--- config.mk ---
export PLATFORM = sky130hd
export DESIGN_NAME = wb_arbiter
export DESIGN_NICKNAME = d
export VERILOG_FILES = /design/src/rtl/wb_arbiter_pkg.sv /design/src/rtl/wb_arbiter_priority_encoder.sv /design/src/rtl/wb_arbiter.sv
export SDC_FILE = /design/constraint.sdc
export NUM_CORES = 1
export LEC_CHECK = 0
export ABC_CLOCK_PERIOD_IN_PS = 1500
export BUFFER_PORTS_ARGS = -buffer_cell sky130_fd_sc_hd__buf_2
export CAP_MARGIN = 20
export CORE_AREA = 2 2 39 41
export DETAILED_ROUTE_END_ITERATION = 8
export DIE_AREA = 0 0 41 43
export PLACE_DENSITY = 0.49
export SLEW_MARGIN = 20
export SYNTH_ARGS = -nofsm -noshare
export SYNTH_HDL_FRONTEND = slang
export SYNTH_SLANG_ARGS = --single-unit
--- constraint.sdc ---
create_clock -name clk_i -period 1.5 [get_ports clk_i]
set_input_delay 0.15 -clock clk_i [delete_from_list [all_inputs] [get_ports clk_i]]
set_output_delay 0.15 -clock clk_i [all_outputs]
set_load 0.005 [all_outputs]
--- src/rtl/wb_arbiter_pkg.sv ---
// wb_arbiter_pkg: shared FSM states, release-mode encoding and round-robin mask helper
package wb_arbiter_pkg;
  typedef enum logic {IDLE, GRANTED} state_t;
  typedef enum logic [1:0] {REL_EVERY, REL_REQ, REL_ACK} rel_mode_t;
  function automatic logic [31:0] rr_mask(input int k, input logic lsb_high, input int ports);
    rr_mask = '0;
    for (int i = 0; i < 32; i++)
      rr_mask[i] = (i < ports) && (lsb_high ? (i > k) : (i < k));
  endfunction
endpackage

--- src/rtl/wb_arbiter_priority_encoder.sv ---
// Priority_encoder: index of the highest-priority set bit plus an any-set flag
module Priority_encoder
  import wb_arbiter_pkg::*;
#(
  parameter int WIDTH             = 4,
  parameter int LSB_HIGH_PRIORITY = 0
) (
  input  logic [WIDTH-1:0]         req,
  output logic                     valid,
  output logic [$clog2(WIDTH)-1:0] idx
);
  localparam int W = $clog2(WIDTH);
  // scan from lowest to highest priority so the last hit wins
  always_comb begin
    valid = |req;
    idx = '0;
    for (int i = 0; i < WIDTH; i++)
      if (LSB_HIGH_PRIORITY != 0 ? req[WIDTH-1-i] : req[i])
        idx = LSB_HIGH_PRIORITY != 0 ? W'(WIDTH-1-i) : W'(i);
  end
endmodule

--- src/rtl/wb_arbiter.sv ---
// wb_arbiter: registered fixed-priority / round-robin arbiter with held grants
module wb_arbiter
  import wb_arbiter_pkg::*;
#(
  parameter int PORTS                = 4,
  parameter int ARB_TYPE_ROUND_ROBIN = 0,
  parameter int ARB_BLOCK            = 1,
  parameter int ARB_BLOCK_ACK        = 0,
  parameter int LSB_HIGH_PRIORITY    = 0
) (
  input  logic                     clk_i,
  input  logic                     rst_i,
  input  logic [PORTS-1:0]         request,
  input  logic [PORTS-1:0]         acknowledge,
  output logic [PORTS-1:0]         grant,
  output logic                     grant_valid,
  output logic [$clog2(PORTS)-1:0] grant_encoded
);
  localparam int W = $clog2(PORTS);
  localparam rel_mode_t REL = ARB_BLOCK == 0 ? REL_EVERY : ARB_BLOCK_ACK != 0 ? REL_ACK : REL_REQ;
  state_t state;
  logic [PORTS-1:0] mask_reg, mask_next, grant_next;
  logic [W-1:0] u_idx, m_idx, sel_idx, enc_next;
  logic u_valid, m_valid, valid_next, release_now, load;
  logic [31:0] rr_full;
  Priority_encoder #(.WIDTH(PORTS), .LSB_HIGH_PRIORITY(LSB_HIGH_PRIORITY)) u_enc_all (
    .req(request), .valid(u_valid), .idx(u_idx)
  );
  Priority_encoder #(.WIDTH(PORTS), .LSB_HIGH_PRIORITY(LSB_HIGH_PRIORITY)) u_enc_masked (
    .req(request & mask_reg), .valid(m_valid), .idx(m_idx)
  );
  // next grant: load a fresh selection when idle or when the current holder releases
  always_comb begin
    state = grant_valid ? GRANTED : IDLE;
    sel_idx = m_valid ? m_idx : u_idx;
    rr_full = rr_mask(int'(sel_idx), 1'(LSB_HIGH_PRIORITY != 0), PORTS);
    release_now = REL == REL_EVERY ? 1'b1 :
                  REL == REL_ACK ? acknowledge[grant_encoded] : !request[grant_encoded];
    load = state == IDLE || release_now;
    valid_next = load ? u_valid : grant_valid;
    enc_next = load ? (u_valid ? sel_idx : '0) : grant_encoded;
    grant_next = valid_next ? PORTS'(1) << enc_next : '0;
    mask_next = (load && u_valid && ARB_TYPE_ROUND_ROBIN != 0) ? rr_full[PORTS-1:0] : mask_reg;
  end
  // grant and round-robin mask registers
  always_ff @(posedge clk_i) begin
    if (rst_i) begin
      grant <= '0;
      grant_valid <= 1'b0;
      grant_encoded <= '0;
      mask_reg <= '0;
    end else begin
      grant <= grant_next;
      grant_valid <= valid_next;
      grant_encoded <= enc_next;
      mask_reg <= mask_next;
    end
  end
endmodule

==> results of run 1 <==
-- metrics by stage --
step                      utilization  instance area [sq um]  hold WS, ns
after detailed placement        0.327                    453        0.415
after global routing            0.346                    479        0.166
after floorplan                     -                    370        0.223
after CTS                       0.346                    479        0.160
final                           0.346                    479        0.172
after global placement          0.327                    453        0.434
-- flip-flops by register name (all words and copies together) (netlist names) --
register,flops
grant_encoded,2
grant,4
grant_valid,1
-- power by group --
| group | switching [uW] | total [uW] | internal [uW] |
|---|---|---|---|
| Clock | 69.8 | 171 | 102 |
| Sequential | 12.3 | 212 | 200 |
| Combinational | 42.1 | 89.4 | 47.2 |
-- layer usage --
metal / vias to the layer above / global-route usage / share of wire
met5: - / 0 / 0
met4: 0 / 0.120 / 0.040
met3: 4 / 0.0157 / 0.056
met2: 13 / 0.134 / 0.42
met1: 149 / 0.135 / 0.48
li1: 173 / - / -
-- worst paths after layout --
path | start | to | slack [ns] | cells after the start
setup / recovery | grant_encoded[1] | grant[2] | 0.24 | 3
setup reg to reg | grant_encoded[1] | grant[2] | 0.24 | 3
hold reg to reg | grant_valid | grant[3] | 0.56 | 2
hold / removal | rst_i | grant_encoded[0] | 0.17 | 2
-- cells in the mapped netlist --
cell type                   n  area [sq um]
sky130_fd_sc_hd__dfxtp_1    7           140
sky130_fd_sc_hd__mux2i_1    6          60.1
sky130_fd_sc_hd__inv_1      2          7.51
sky130_fd_sc_hd__nand2_1    2          7.51
sky130_fd_sc_hd__nand3b_1   2          15.0
sky130_fd_sc_hd__nand4bb_1  2          22.5
sky130_fd_sc_hd__a211oi_1   1          7.51
sky130_fd_sc_hd__a21boi_0   1          7.51
sky130_fd_sc_hd__and3b_1    1          8.76
sky130_fd_sc_hd__buf_2      1          5.00
sky130_fd_sc_hd__nand2b_1   1          6.26
sky130_fd_sc_hd__nand4_1    1          6.26
sky130_fd_sc_hd__nor2_1     1          3.75
sky130_fd_sc_hd__nor2b_1    1          6.26
sky130_fd_sc_hd__nor3_1     1          5.00
sky130_fd_sc_hd__o21ai_0    1          5.00
sky130_fd_sc_hd__o21bai_1   1          7.51
sky130_fd_sc_hd__o221ai_1   1          8.76
sky130_fd_sc_hd__o22ai_2    1          12.5
sky130_fd_sc_hd__or3_1      1          6.26
sky130_fd_sc_hd__or4_4      1          11.3
sky130_fd_sc_hd__or4b_1     1          10.0
-- critical path: stages (launching register included) --
cell,delay [ns]
sky130_fd_sc_hd__dfxtp_1,0.43
sky130_fd_sc_hd__mux2i_1,0.37
sky130_fd_sc_hd__o22ai_2,0.19
sky130_fd_sc_hd__mux2i_1,0.15
-- cell families (layout without fill, tap and decap cells) --
kind of cell	after synthesis	in the layout	share of synthesized area
AOI/OAI and AO/OA	6	6	0.132
muxes	6	6	0.162
and+or+nand+nor	15	15	0.294
DFF	7	7	0.378
buffers and inverters	3	19	0.0338
-- cell type report --
cell class	count	area, sq um
Clock buffer	4	26.3
Tap cell	16	20.0
Timing Repair Buffer	13	67.6
Multi-Input combinational cell	27	218
Fill cell	160	905
Sequential cell	7	140
Inverter	2	7.51
==> flow_metrics.py, run 1 <==
metrics = {
    "routing": {
        "detail_route.first_pass.iterations": 4,
        "detail_route.vias_per_cell": 4.91,
        "drt-initial-drc-count": 9,
        "route.final.wire_length_microns": 771,
        "detail_route.drc_violations": 0,
        "post_drt_wl_per_cell_microns": 11.2,
        "remaining_number_of_nets_flagged_by_the_antenna_check_after_routing": 0,
        "via_count": 339,
    },
    "critical_path": {
        "arrival_ns": 1.38,
        "timing.critical_path.from_type": "flip-flop",
        "crit_path_max_fanout": 5,
        "critPathCaptureType": "flip-flop",
        "kind_of_critical_path": "reg -> reg",
        "critical_path_required_ns": 1.63,
    },
    "clock_network": {
        "root_buffer_cell": "sky130_fd_sc_hd__clkbuf_4",
        "cts_tree": "done",
        "cts.repair_timing.setup_buffer_count": 0,
        "max-clock-path-buffers": 2,
        "path_clk_slew_ns": 0.05,
        "cts_repair_resize_count": 0,
        "clk_latency_ns": 0.25,
        "ctsHtreeMaxLevel": 1,
        "clock-sinks": 7,
        "cts_bufs_inserted": 3,
        "cts-hold-fix-buffers": 0,
    },
    "sta": {
        "crit_share_post_route": 0.838,
        "fin_skew_ns": 0.00263,
        "hold_viol": 0,
        "report.final.setup_viol": 0,
        "finalWorstPathRequiredPeriod_ns": 1.26,
        "rsz0062_at_grt": "no",
        "max_freq_mhz": 795,
        "worstMarginPinSlew_ns": 0.325,
        "max_slew_margin": 0.777,
        "fin_ws_ns": 0.243,
        "setup_tns_ns": 0,
        "maxSlewViolCount": 0,
    },
    "grt": {
        "grt_remaining_overflow": 0,
        "global_route_wire_length_before_repair_mm": 1.19,
        "grt.total_usage": 0.106,
        "number_of_antenna_violations_at_the_first_check_in_global_routing": 0,
        "number_of_global_route_vias_before_repair": 291,
        "grt_start_max_net_pins": 10,
    },
    "floorplan": {
        "rows": 14,
        "floorplan.initialDensity": 0.268,
        "fp.coreArea_sq_um": 1380,
        "die_w_microns": 41,
        "fp.dieArea_sq_um": 1760,
        "floorplan.io_pins": 17,
        "die-height_microns": 43,
    },
    "yosys": {
        "post_synth_num_cell_types": 22,
        "synth.yosys.warnings": 0,
        "netlist_area_sq_um": 370,
        "synth_seq_cells": 7,
        "synth_seq_area_share": 0.378,
        "synth_nets": 47,
        "gate_count_of_the_mapped_netlist": 37,
        "average_cell_area_after_synthesis_sq_um": 10.0,
    },
    "placement": {
        "gp_congestion": 0.753,
        "placement.setup.worst_slack_ns": 0.251,
        "port_buffers": 12,
        "place_hpwl_microns": 577,
        "dp.cells": 65,
    },
    "power_and_ir_drop": {
        "peakVddDrop_uv": 245,
        "static-leakage-power_uw": 0.000210,
        "power_total_uw": 473,
        "power_density_nw_per_um2": 987,
    },
    "worst_hold_path": {
        "worst_hold_path_type": "in -> reg",
    },
    "run_status": {
        "outcome": "finished, final reports clean",
    },
    "final_layout": {
        "design.final.nets": 64,
        "layout-area-overhead-vs-synth_pct": 29.4,
        "final_cell_mix": "12 x sky130_fd_sc_hd__buf_2, 7 x sky130_fd_sc_hd__dfxtp_1, 6 x sky130_fd_sc_hd__mux2i_1, 3 x sky130_fd_sc_hd__clkbuf_4",
        "count_of_non_filler_cells_in_the_finished_layout": 69,
        "final_layout_size_suffix_gt1_frac": 0.340,
        "num_antenna_cells": 0,
        "mostFrequentLayoutCell": "sky130_fd_sc_hd__buf_2",
    },
    "flow_run": {
        "timing.max_cap.violations": 0,
    },
}
Note: power is estimated with default switching activity, not from simulation.
==> run 2: changes to the inputs <==
- ABC_CLOCK_PERIOD_IN_PS: 1500 -> 1300
- clock period: 1.5 -> 1.3 ns (I/O delays scaled with it)
==> flow_metrics.py, run 2 (synthesized netlist as in run 1, its figures left out) <==
metrics = {
    "run_status": {
        "outcome": "finished, final reports clean",
    },
    "grt": {
        "global_route_wire_length_before_repair_mm": 1.26,
        "grt_remaining_overflow": 0,
        "number_of_antenna_violations_at_the_first_check_in_global_routing": 0,
        "number_of_global_route_vias_before_repair": 326,
        "grt_start_max_net_pins": 10,
        "grt.total_usage": 0.111,
    },
    "clock_network": {
        "clk_latency_ns": 0.25,
        "path_clk_slew_ns": 0.05,
        "root_buffer_cell": "sky130_fd_sc_hd__clkbuf_4",
        "cts-hold-fix-buffers": 0,
        "cts_bufs_inserted": 3,
        "cts.repair_timing.setup_buffer_count": 0,
        "ctsHtreeMaxLevel": 1,
        "cts_repair_resize_count": 0,
        "clock-sinks": 7,
        "max-clock-path-buffers": 2,
        "cts_tree": "done",
    },
    "final_layout": {
        "largest_register_ffs": 4,
        "mostFrequentLayoutCell": "sky130_fd_sc_hd__buf_2",
        "design.final.nets": 67,
        "layout-area-overhead-vs-synth_pct": 35.5,
        "final_cell_mix": "12 x sky130_fd_sc_hd__buf_2, 7 x sky130_fd_sc_hd__dfxtp_1, 6 x sky130_fd_sc_hd__mux2i_1, 4 x sky130_fd_sc_hd__buf_4, 3 x sky130_fd_sc_hd__clkbuf_4",
        "fill_cells": 156,
        "final_core_utilization": 0.363,
        "count_of_non_filler_cells_in_the_finished_layout": 72,
        "largest-register": "grant",
        "layout_top_registers": "grant: 4 flops, grant_encoded: 2 flops, grant_valid: 1 flops",
        "num_antenna_cells": 0,
        "final_layout_size_suffix_gt1_frac": 0.375,
    },
    "critical_path": {
        "critical_path_required_ns": 1.43,
        "crit_path_max_fanout": 4,
        "r2r_start": "grant_encoded[1]",
        "timing.critical_path.from_type": "flip-flop",
        "arrival_ns": 1.34,
        "worst_r2r_path_depth": 3,
        "kind_of_critical_path": "reg -> reg",
        "critPathCaptureType": "flip-flop",
        "worst-r2r-setup-slack_ns": 0.09,
        "r2r_end": "grant[1]",
    },
    "routing": {
        "drt-initial-drc-count": 10,
        "detail_route.drc_violations": 0,
        "route.final.wire_length_microns": 818,
        "detail_route.first_pass.iterations": 4,
        "detail_route.vias_per_cell": 4.96,
        "post_drt_wl_per_cell_microns": 11.4,
        "remaining_number_of_nets_flagged_by_the_antenna_check_after_routing": 0,
        "via_count": 357,
    },
    "sta": {
        "max_freq_mhz": 829,
        "rsz0062_at_grt": "no",
        "finalWorstPathRequiredPeriod_ns": 1.21,
        "maxSlewViolCount": 0,
        "setup_tns_ns": 0,
        "worstMarginPinSlew_ns": 0.301,
        "hold_viol": 0,
        "fin_skew_ns": 0.00276,
        "max_slew_margin": 0.794,
        "report.final.setup_viol": 0,
        "crit_share_post_route": 0.928,
    },
    "floorplan": {
        "floorplan.initialDensity": 0.268,
        "fp.coreArea_sq_um": 1380,
        "die-height_microns": 43,
        "fp.dieArea_sq_um": 1760,
        "rows": 14,
        "die_w_microns": 41,
        "floorplan.io_pins": 17,
    },
    "power_and_ir_drop": {
        "sequentialPowerShare": 0.435,
        "power_density_nw_per_um2": 1110,
        "peakVddDrop_uv": 407,
        "internal_power_uw": 409,
        "comb_power_share": 0.208,
        "power_switching_share": 0.264,
        "net-switching-power_uw": 147,
        "static-leakage-power_uw": 0.000224,
        "p_clk_frac": 0.357,
    },
    "worst_hold_path": {
        "hold_path.startpoint": "rst_i",
        "holdPathEnd": "grant_encoded[0]",
        "min_path_cells": 2,
        "worst_hold_path_type": "in -> reg",
    },
    "placement": {
        "place_hpwl_microns": 632,
        "dp.cells": 68,
        "port_buffers": 12,
        "gp_congestion": 0.752,
    },
    "flow_run": {
        "timing.max_cap.violations": 0,
    },
}
==> run 2: changes by cell type in the layout (fill, tap and decap cells not counted) <==
cell | previous run | this run
sky130_fd_sc_hd__buf_4 | 1 | 4
==> run 2: power groups by stage <==
stage | Sequential [uW] | Clock [uW] | Combinational [uW]
floorplan | 246 | 0 | 63.8
global placement | 246 | 0 | 115
detailed placement | 247 | 0 | 115
CTS | 242 | 207 | 116
global route | 244 | 221 | 126
finish | 242 | 199 | 115
==> run 2: worst max path at each step <==
stage	cells past startpoint	slack, ns	start	end
2_1_floorplan	4	0.11	grant_encoded[1]	grant[0]
3_3_place_gp	4	0.08	request[2]	grant[3]
3_5_place_dp	4	0.08	request[2]	grant[3]
4_1_cts	3	0.09	grant_encoded[1]	grant[0]
5_1_grt	3	0.04	grant_encoded[1]	grant[0]
6_report	3	0.09	grant_encoded[1]	grant[1]
==> run 2: worst max-delay path, stage by stage (launching register included) <==
cell and delay (ns):
sky130_fd_sc_hd__dfxtp_1 0.40, sky130_fd_sc_hd__mux2i_1 0.34, sky130_fd_sc_hd__o22ai_2 0.19, sky130_fd_sc_hd__mux2i_1 0.15
==> run 2: final cells by class <==
| type | count | area, sq um | area share |
|---|---|---|---|
| Sequential cell | 7 | 140 | 0.279 |
| Tap cell | 16 | 20.0 | 0.0399 |
| Inverter | 2 | 7.51 | 0.0150 |
| Clock buffer | 4 | 26.3 | 0.0524 |
| Timing Repair Buffer | 16 | 90.1 | 0.180 |
| Multi-Input combinational cell | 27 | 218 | 0.434 |
==> run 2: through the flow <==
| step | worst slack (ns) | area [sq um] | power, uW | hold slack [ns] |
|---|---|---|---|---|
| final | 0.0932 | 502 | 556 | 0.151 |
| after detailed placement | 0.0792 | 475 | 362 | 0.416 |
| after global placement | 0.0837 | 475 | 362 | 0.415 |
| after floorplan | 0.108 | 370 | 310 | 0.203 |
| after global routing | 0.0433 | 502 | 591 | 0.155 |
| after CTS | 0.0909 | 502 | 565 | 0.146 |
==> run 2: routing by layer <==
metal  global-route usage  vias up  share of wire
met3               0.0157        2          0.053
met2                0.159       18           0.45
met5                    0        -              0
li1                     -      179              -
met1                0.132      158           0.47
met4                0.100        0          0.023
==> run 3: changes to the inputs <==
- CELL_PAD_IN_SITES_DETAIL_PLACEMENT: unset -> 0
- CELL_PAD_IN_SITES_GLOBAL_PLACEMENT: unset -> 1
- PLACE_DENSITY: 0.49 -> 0.64
==> flow_metrics.py, run 3 (synthesized netlist as in run 1, its figures left out) <==
metrics = {
    "run_status": {
        "outcome": "finished, final reports clean",
    },
    "placement": {
        "placement.setup.worst_slack_ns": 0.0345,
        "port_buffers": 12,
        "place_hpwl_microns": 623,
        "placed_area_sq_um": 490,
        "dp.cells": 70,
        "gp_congestion": 0.734,
    },
    "clock_network": {
        "root_buffer_cell": "sky130_fd_sc_hd__clkbuf_4",
        "clock-sinks": 7,
        "cts_bufs_inserted": 3,
        "cts_tree": "done",
        "cts-hold-fix-buffers": 0,
        "clk_latency_ns": 0.25,
        "path_clk_slew_ns": 0.05,
        "max-clock-path-buffers": 2,
        "ctsHtreeMaxLevel": 1,
    },
    "routing": {
        "route.final.wire_length_microns": 826,
        "detail_route.vias_per_cell": 4.68,
        "drt-initial-drc-count": 6,
        "post_drt_wl_per_cell_microns": 11.2,
        "remaining_number_of_nets_flagged_by_the_antenna_check_after_routing": 0,
        "detail_route.first_pass.iterations": 4,
        "detail_route.drc_violations": 0,
        "via_count": 346,
    },
    "grt": {
        "global_route_wire_length_before_repair_mm": 1.31,
        "number_of_antenna_violations_at_the_first_check_in_global_routing": 0,
        "grt_start_max_net_pins": 10,
        "number_of_global_route_vias_before_repair": 317,
        "grt_remaining_overflow": 0,
        "grt.total_usage": 0.118,
    },
    "sta": {
        "crit_share_post_route": 0.946,
        "max_slew_margin": 0.773,
        "fin_ws_ns": 0.0697,
        "worstMarginPinSlew_ns": 0.341,
        "finalWorstPathRequiredPeriod_ns": 1.23,
        "maxSlewViolCount": 0,
        "max_freq_mhz": 813,
        "hold_viol": 0,
        "setup_tns_ns": 0,
        "rsz0062_at_grt": "no",
        "report.final.setup_viol": 0,
        "fin_skew_ns": 0.00230,
        "final.hold.worst_slack_ns": 0.143,
    },
    "final_layout": {
        "layout_top_registers": "grant: 4 flops, grant_encoded: 2 flops, grant_valid: 1 flops",
        "fin_area_sq_um": 520,
        "multiInputGateArea_sq_um": 221,
        "mostFrequentLayoutCell": "sky130_fd_sc_hd__buf_2",
        "largest-register": "grant",
        "seq_area_sq_um": 140,
        "final_layout_size_suffix_gt1_frac": 0.414,
        "count_of_non_filler_cells_in_the_finished_layout": 74,
        "layout-area-overhead-vs-synth_pct": 40.5,
        "fill_cells": 158,
        "largest_register_ffs": 4,
        "design.final.nets": 69,
        "final_cell_mix": "12 x sky130_fd_sc_hd__buf_2, 7 x sky130_fd_sc_hd__dfxtp_1, 6 x sky130_fd_sc_hd__buf_4, 5 x sky130_fd_sc_hd__mux2i_1, 3 x sky130_fd_sc_hd__clkbuf_4",
        "num_antenna_cells": 0,
    },
    "power_and_ir_drop": {
        "static-leakage-power_uw": 0.000234,
        "power_density_nw_per_um2": 1090,
        "peakVddDrop_uv": 290,
    },
    "critical_path": {
        "timing.critical_path.from_type": "flip-flop",
        "critPathCaptureType": "flip-flop",
        "arrival_ns": 1.35,
        "kind_of_critical_path": "reg -> reg",
        "crit_path_max_fanout": 4,
        "critical_path_required_ns": 1.42,
    },
    "floorplan": {
        "rows": 14,
        "fp.dieArea_sq_um": 1760,
        "fp.coreArea_sq_um": 1380,
        "die-height_microns": 43,
        "floorplan.initialDensity": 0.268,
        "floorplan.io_pins": 17,
        "die_w_microns": 41,
    },
    "worst_hold_path": {
        "worst_hold_path_type": "in -> reg",
    },
    "flow_run": {
        "timing.max_cap.violations": 0,
    },
}
[run 3: changes by cell type in the layout (fill, tap and decap cells not counted)]
| cell | delta |
|---|---|
| sky130_fd_sc_hd__mux2i_1 | -1 |
| sky130_fd_sc_hd__buf_4 | +2 |
| sky130_fd_sc_hd__mux2i_2 | +1 |
[run 3: cell type report]
type | count | area share
Tap cell | 16 | 0.0385
Timing Repair Buffer | 18 | 0.202
Sequential cell | 7 | 0.269
Inverter | 2 | 0.0144
Clock buffer | 4 | 0.0505
Multi-Input combinational cell | 27 | 0.425
[run 3: power by group]
part / internal (uW) / total [uW] / leakage (uW) / switching [uW]
clock: 117 / 199 / 0.0000150 / 82.2
combinational: 71.4 / 129 / 0.000161 / 57.9
sequential: 231 / 241 / 0.0000580 / 10.0
[run 3: worst max-delay path, cell delays in order, from the launching register on]
cell                      delay (ns)
sky130_fd_sc_hd__dfxtp_1        0.37
sky130_fd_sc_hd__buf_4          0.15
sky130_fd_sc_hd__mux2i_2        0.26
sky130_fd_sc_hd__o22ai_2        0.17
sky130_fd_sc_hd__mux2i_1        0.15
[run 3: metrics by stage]
step / util / power (uW)
4_1_cts: 0.373 / 581
2_1_floorplan: - / 310
6_report: 0.376 / 569
3_5_place_dp: 0.354 / 372
3_3_place_gp: 0.354 / 371
5_1_grt: 0.376 / 606
[run 3: layer usage]
metal	track usage	vias to the layer above	part of all wire	wire [microns]
met5	0	-	0	0
met4	0.140	0	0.027	22
met3	0	2	0.041	34
met2	0.163	11	0.47	387
met1	0.145	150	0.46	382
li1	-	183	-	-
[run 3: timing repair]
item | 4_1_cts | 5_1_grt
resized for setup | 0 | 1
buffers inserted | 0 | 0
setup endpoints to repair | 0 | 5
[run 3: worst paths after layout]
kind | startpoint | endpoint | slack, ns | cells after the start
hold reg to reg | grant_valid | grant[3] | 0.56 | 2
hold / removal | rst_i | grant_encoded[0] | 0.14 | 2
setup reg to reg | grant_encoded[1] | grant[2] | 0.07 | 4
setup / recovery | grant_encoded[1] | grant[2] | 0.07 | 4
